--- src/rtl/seg7_pkg.sv ---
// Shared types and constants for the 7-segment scan controller: FSM state encoding,
// segment bit positions and the hex-to-segment lookup table (active-high, bits 6:0).
package seg7_pkg;

    typedef enum logic [1:0] {
        ST_OFF   = 2'd0,
        ST_BLANK = 2'd1,
        ST_DRIVE = 2'd2
    } scan_state_e;

    localparam int SEG_A  = 0;
    localparam int SEG_B  = 1;
    localparam int SEG_C  = 2;
    localparam int SEG_D  = 3;
    localparam int SEG_E  = 4;
    localparam int SEG_F  = 5;
    localparam int SEG_G  = 6;
    localparam int SEG_DP = 7;

    localparam logic [6:0] HEX_SEG [16] = '{
        7'h3F, 7'h06, 7'h5B, 7'h4F, 7'h66, 7'h6D, 7'h7D, 7'h07,
        7'h7F, 7'h6F, 7'h77, 7'h7C, 7'h39, 7'h5E, 7'h79, 7'h71
    };

    function automatic logic [6:0] hex_to_seg(input logic [3:0] nibble);
        return HEX_SEG[nibble];
    endfunction

endpackage

--- src/rtl/seg7_hex_decode.sv ---
// Combinational hex nibble to 7-segment pattern (segments a..g, active-high).
module seg7_hex_decode
    import seg7_pkg::*;
(
    input  logic [3:0] nibble,
    output logic [6:0] seg
);

    always_comb seg = hex_to_seg(nibble);

endmodule

--- src/rtl/seg7_scan_ctrl.sv ---
// Multiplexed 7-segment display scanner with per-digit blanking gaps and a
// double-buffered update path that only swaps data at frame boundaries.
//
//  state    | meaning
//  ---------+-----------------------------------------------------------
//  ST_OFF   | scanning disabled, outputs inactive, pending data applies
//  ST_BLANK | anti-ghost gap before digit idx, outputs inactive
//  ST_DRIVE | digit idx selected, segments show its decoded nibble
module seg7_scan_ctrl
    import seg7_pkg::*;
#(
    parameter int DIGITS     = 4,
    parameter int SCAN_CYC   = 1000,
    parameter int BLANK_CYC  = 8,
    parameter bit ACTIVE_LOW = 1'b0
) (
    input  logic                  clk_i,
    input  logic                  rst_i,
    input  logic                  en_i,
    input  logic                  load_i,
    output logic                  ready_o,
    input  logic [4*DIGITS-1:0]   data_i,
    input  logic [DIGITS-1:0]     dp_i,
    input  logic [DIGITS-1:0]     blank_i,
    output logic [7:0]            seg_o,
    output logic [DIGITS-1:0]     dig_o,
    output logic                  frame_o
);

    localparam int CNT_MAX = (SCAN_CYC > BLANK_CYC) ? SCAN_CYC : BLANK_CYC;
    localparam int CNT_W   = (CNT_MAX > 1) ? $clog2(CNT_MAX) : 1;
    localparam int IDX_W   = $clog2(DIGITS);

    localparam logic [CNT_W-1:0]  BLANK_LD = CNT_W'(BLANK_CYC - 1);
    localparam logic [CNT_W-1:0]  SCAN_LD  = CNT_W'(SCAN_CYC - 1);
    localparam logic [IDX_W-1:0]  IDX_LAST = IDX_W'(DIGITS - 1);
    localparam logic [7:0]        SEG_OFF  = {8{ACTIVE_LOW}};
    localparam logic [DIGITS-1:0] DIG_OFF  = {DIGITS{ACTIVE_LOW}};

    scan_state_e          state_q, state_d;
    logic [IDX_W-1:0]     idx_q, idx_d;
    logic [CNT_W-1:0]     cnt_q, cnt_d;
    logic                 wrap;

    logic [4*DIGITS-1:0]  act_data_q, act_data_d, sh_data_q;
    logic [DIGITS-1:0]    act_dp_q, act_dp_d, sh_dp_q;
    logic [DIGITS-1:0]    act_blank_q, act_blank_d, sh_blank_q;
    logic                 pending_q;
    logic                 apply;

    logic [3:0]           nib_sel;
    logic [6:0]           seg_dec;
    logic [7:0]           seg_d;
    logic [DIGITS-1:0]    dig_d;

    // Timers count down from length-1 and advance on terminal count zero.
    always_comb begin
        state_d = state_q;
        idx_d   = idx_q;
        cnt_d   = cnt_q;
        wrap    = 1'b0;
        if (!en_i) begin
            state_d = ST_OFF;
            idx_d   = '0;
            cnt_d   = '0;
        end else begin
            case (state_q)
                ST_OFF: begin
                    state_d = ST_BLANK;
                    idx_d   = '0;
                    cnt_d   = BLANK_LD;
                end
                ST_BLANK: begin
                    if (cnt_q == '0) begin
                        state_d = ST_DRIVE;
                        cnt_d   = SCAN_LD;
                    end else begin
                        cnt_d = cnt_q - 1'b1;
                    end
                end
                ST_DRIVE: begin
                    if (cnt_q == '0) begin
                        state_d = ST_BLANK;
                        cnt_d   = BLANK_LD;
                        if (idx_q == IDX_LAST) begin
                            idx_d = '0;
                            wrap  = 1'b1;
                        end else begin
                            idx_d = idx_q + 1'b1;
                        end
                    end else begin
                        cnt_d = cnt_q - 1'b1;
                    end
                end
                default: begin
                    state_d = ST_OFF;
                    idx_d   = '0;
                    cnt_d   = '0;
                end
            endcase
        end
    end

    always_ff @(posedge clk_i) begin
        if (rst_i) begin
            state_q <= en_i ? ST_BLANK : ST_OFF;
            idx_q   <= '0;
            cnt_q   <= en_i ? BLANK_LD : '0;
        end else begin
            state_q <= state_d;
            idx_q   <= idx_d;
            cnt_q   <= cnt_d;
        end
    end

    // Swapping only at the frame wrap or while dark keeps every frame coherent.
    assign apply = pending_q && (wrap || (state_d == ST_OFF));

    always_comb begin
        act_data_d  = apply ? sh_data_q  : act_data_q;
        act_dp_d    = apply ? sh_dp_q    : act_dp_q;
        act_blank_d = apply ? sh_blank_q : act_blank_q;
        nib_sel     = act_data_d[{idx_d, 2'b00} +: 4];
    end

    seg7_hex_decode u_hex_decode (
        .nibble (nib_sel),
        .seg    (seg_dec)
    );

    // Outputs are built from next-state values so the registers line up with state_q.
    always_comb begin
        seg_d = 8'h00;
        dig_d = '0;
        if (state_d == ST_DRIVE) begin
            dig_d[idx_d] = 1'b1;
            if (!act_blank_d[idx_d]) begin
                seg_d[6:0]    = seg_dec;
                seg_d[SEG_DP] = act_dp_d[idx_d];
            end
        end
    end

    always_ff @(posedge clk_i) begin
        if (rst_i) begin
            act_data_q  <= '0;
            act_dp_q    <= '0;
            act_blank_q <= '1;
            sh_data_q   <= '0;
            sh_dp_q     <= '0;
            sh_blank_q  <= '1;
            pending_q   <= 1'b0;
            seg_o       <= SEG_OFF;
            dig_o       <= DIG_OFF;
            frame_o     <= 1'b0;
        end else begin
            act_data_q  <= act_data_d;
            act_dp_q    <= act_dp_d;
            act_blank_q <= act_blank_d;
            if (apply) begin
                pending_q <= 1'b0;
            end else if (load_i && !pending_q) begin
                sh_data_q  <= data_i;
                sh_dp_q    <= dp_i;
                sh_blank_q <= blank_i;
                pending_q  <= 1'b1;
            end
            seg_o   <= seg_d ^ SEG_OFF;
            dig_o   <= dig_d ^ DIG_OFF;
            frame_o <= apply;
        end
    end

    assign ready_o = !pending_q;

endmodule

--- config.mk ---
export PLATFORM = sky130hd
export DESIGN_NAME = seg7_scan_ctrl
export DESIGN_NICKNAME = d
export VERILOG_FILES = /design/src/rtl/seg7_pkg.sv /design/src/rtl/seg7_hex_decode.sv /design/src/rtl/seg7_scan_ctrl.sv
export SDC_FILE = /design/constraint.sdc
export NUM_CORES = 1
export LEC_CHECK = 0
export CORE_ASPECT_RATIO = 1.75
export CORE_MARGIN = 2
export CORE_UTILIZATION = 39
export DETAILED_ROUTE_END_ITERATION = 10
export PLACE_DENSITY = 0.59
export SLEW_MARGIN = 0
export SYNTH_ARGS = -nofsm -noshare
export SYNTH_HDL_FRONTEND = slang
export SYNTH_SLANG_ARGS = --single-unit
--- constraint.sdc ---
create_clock -name clk_i -period 4.4 [get_ports clk_i]
set_input_delay 0.88 -clock clk_i [delete_from_list [all_inputs] [get_ports clk_i]]
set_output_delay 0.88 -clock clk_i [all_outputs]
set_load 0.02 [all_outputs]
==> flow_summary_export.csv <==
group,metric,value,unit
die,rows,45,
logic_synthesis,yosysTopAreaCell,"dfxtp_1",
routing,route.detailed.drc,0,
cts,post-cts-setup-buffers,0,
sta,skew,0.00416,ns
sta,tns,0,ns
sta,setup_viol,0,
die,dieArea,9810,um2
worst_setup_path,worst-path-max-fanout,13,
sta,hold_viol_final,0,
cts,postCtsHoldBufs,0,
placed_design,place_congestion,0.879,
pwr,p_leak,1.83,nW
logic_synthesis,synth-compound-area-share,0.133,
logic_synthesis,synthAdderAreaFrac,0.0463,
logic_synthesis,synthMuxAreaShare,0.124,
final_layout,drive_above_1_share,0.0867,
outcome,outcome,"completed",
logic_synthesis,yosys.cell_types.count,53,
final_layout,syn_to_final_growth,24.1,%
logic_synthesis,ys_warn_count,0,
cts,clkSinkCount,76,
logic_synthesis,yosys-top-cells-area,"dfxtp_1, nand2_1, mux2i_1",
grt,grtUsageTotal,0.164,
logic_synthesis,syn_area_per_cell,8.63,um2
sta,max-slew-margin-rel,0.500,
worst_setup_path,required,4.66,ns
placed_design,io_buffers,41,
cts,cts_resized,0,
sta,rsz0062_at_grt,"false",
logic_synthesis,synth_nets,448,
logic_synthesis,synth_xor_area_frac,0.0150,
final_layout,final_nets,486,
logic_synthesis,synthMostInstantiatedCell,"nand2_1",
cts,clkTransAtPathRegs,0.06,ns
placed_design,dp_hpwl,5460,um
routing,via_per_inst,5.08,
routing,ant_nets,0,
die,dieHeight,130,um
cts,tritoncts,"yes",
worst_setup_path,path_buf_inv,2,
sta,timing.final.crit_share,0.842,
worst_setup_path,slowest_stage,"or4_1",
logic_synthesis,synthTopCellsByCount,"nand2_1, dfxtp_1, a21oi_1, mux2i_1, nor2_1",
logic_synthesis,syn_inst,407,
worst_setup_path,r2r_setup_slack,0.69,ns
grt,first_global_vias,2714,
logic_synthesis,synthArstFlopShare,0,
logic_synthesis,synth_top_family_by_area,"simple AND/OR/NAND/NOR gates",
logic_synthesis,synth_ff_type,"dfxtp_1",
grt,antenna_found_initial,0,
cts,insertion_delay,0.33,ns
worst_setup_path,endpoint_kind,"register",
flow_run,max_cap_viol_count,0,
routing,routedWlPerCell,13.2,um
grt,grt-ovfl-total,0,
routing,drt_pass1_iterations,4,
cts,cts-root-buf,"clkbuf_16",
sta,finalMaxSlewViolations,0,
logic_synthesis,yosysTopAreaCellShare,0.433,
logic_synthesis,yosys.area_share.simple,0.209,
logic_synthesis,synth-seq-area-share,0.433,
worst_setup_path,start_kind,"register",
die,ios,42,
sta,fmax,270,MHz
min_path,hold_class,"reg2reg",
worst_setup_path,critPathTopFamily,"simple AND/OR/NAND/NOR gates",
worst_setup_path,critPathArrivalTime,3.96,ns
logic_synthesis,syn_area,3510,um2
worst_setup_path,worstSetupPathType,"reg2reg",
cts,cts_buffer_depth,2,
sta,setup_ws,0.693,ns
routing,vias,2879,
worst_setup_path,crit_chain,"or4_1, nor4_2, buf_4, nand3_1, a21o_1, mux2i_1, mux2i_1, mux2_2, clkinv_1, ha_1, or4_1, o211ai_1",
grt,grt_pass1_wl,12300,um
placed_design,pre_cts_slack,0.585,ns
sta,tightest_slew,0.749,ns
cts,htreeDepth,3,
die,die_w,75.8,um
die,core_area,8730,um2
cts,cts_buffers,9,
die,initial_core_util,0.403,
pwr,total_power,1.71,mW
pwr,ir_drop,0.228,mV
final_layout,antenna_cells,0,
routing,drtIter0Drc,56,
pwr,power_density,392,nW/um2
logic_synthesis,ys_ff_latch,76,
worst_setup_path,cp_slowest_stage_delay,0.65,ns
logic_synthesis,synth-edff-count,0,
grt,grt_max_degree,55,
sta,min_period,3.71,ns
routing,routed_wl,7460,um
[placed cells by master (no fill, tap or decap), types with 5 or more instances in the layout]
master           synthesis  routed
xnor2_1                  5       5
mux2i_1                 34      34
clkdlybuf4s50_1          0      40
nor2_1                  25      25
nand3b_1                 8       8
ha_1                    13      13
nand2_1                103     103
a21oi_1                 39      39
o21ai_0                  5       5
inv_1                    8       8
or4_1                    5       5
clkbuf_16                0       9
buf_4                    0      10
dfxtp_1                 76      76
[worst paths after layout]
check / from / to / depth (start not counted)
setup / recovery: cnt_q[5] / seg_o[0] / 12
hold / removal: act_dp_q[2] / act_dp_q[2] / 2
setup reg to reg: cnt_q[5] / seg_o[0] / 12
hold reg to reg: act_dp_q[2] / act_dp_q[2] / 2
[state kept, by name (all words and copies together), names as in the netlist, 4 cells and up]
signal / cells
act_data_q: 16
act_dp_q: 4
seg_o: 8
sh_dp_q: 4
sh_data_q: 16
sh_blank_q: 4
dig_o: 4
cnt_q: 10
act_blank_q: 4
[power breakdown]
group	switching (mW)	leakage [nW]	internal [mW]	total [mW]
registers	0.0204	0.620	0.718	0.739
clock network	0.274	0.159	0.509	0.782
logic	0.104	1.05	0.0854	0.189
total	0.398	1.83	1.31	1.71
[layout make-up]
cell class / count / area [um2]
Clock buffer: 11 / 243
Clock inverter: 5 / 75.1
Fill cell: 866 / 4370
Inverter: 10 / 37.5
Multi-Input combinational cell: 297 / 1860
Sequential cell: 76 / 1520
Tap cell: 117 / 146
Timing Repair Buffer: 51 / 480
[through the flow]
stage | instances | utilization | hold slack [ns] | instance area (um2)
after global placement | 551 | 0.463 | 0.443 | 4040
final | 567 | 0.500 | 0.450 | 4360
after floorplan | 407 | - | 0.432 | 3510
after global routing | 567 | 0.500 | 0.473 | 4360
after detailed placement | 551 | 0.463 | 0.446 | 4040
after CTS | 567 | 0.500 | 0.454 | 4360
[kinds of logic (layout without fill, tap and decap cells)]
| group | count (synthesis) | in the layout |
|---|---|---|
| compound gates | 72 | 72 |
| xor+xnor | 6 | 6 |
| fa+ha+maj | 13 | 13 |
| buf+inv | 34 | 77 |
| flops | 76 | 76 |
| mux | 41 | 41 |
| simple gates | 165 | 165 |
[layer usage]
| metal | GRT usage | routed length [um] | share of wire |
|---|---|---|---|
| met5 | 0 | 0 | 0 |
| met2 | 0.294 | 4050 | 0.54 |
| met3 | 0.0241 | 161 | 0.022 |
| met1 | 0.176 | 3060 | 0.41 |
| met4 | 0.0908 | 195 | 0.026 |
[worst reg2reg max path: stages, from the launching register on]
cell and delay, ns:
dfxtp_1 0.35, or4_1 0.65, nor4_2 0.31, buf_4 0.20, nand3_1 0.08, a21o_1 0.40, mux2i_1 0.21, mux2i_1 0.15
mux2_2 0.24, clkinv_1 0.17, ha_1 0.25, or4_1 0.53, o211ai_1 0.11
Note: power is estimated with default switching activity, not from simulation.
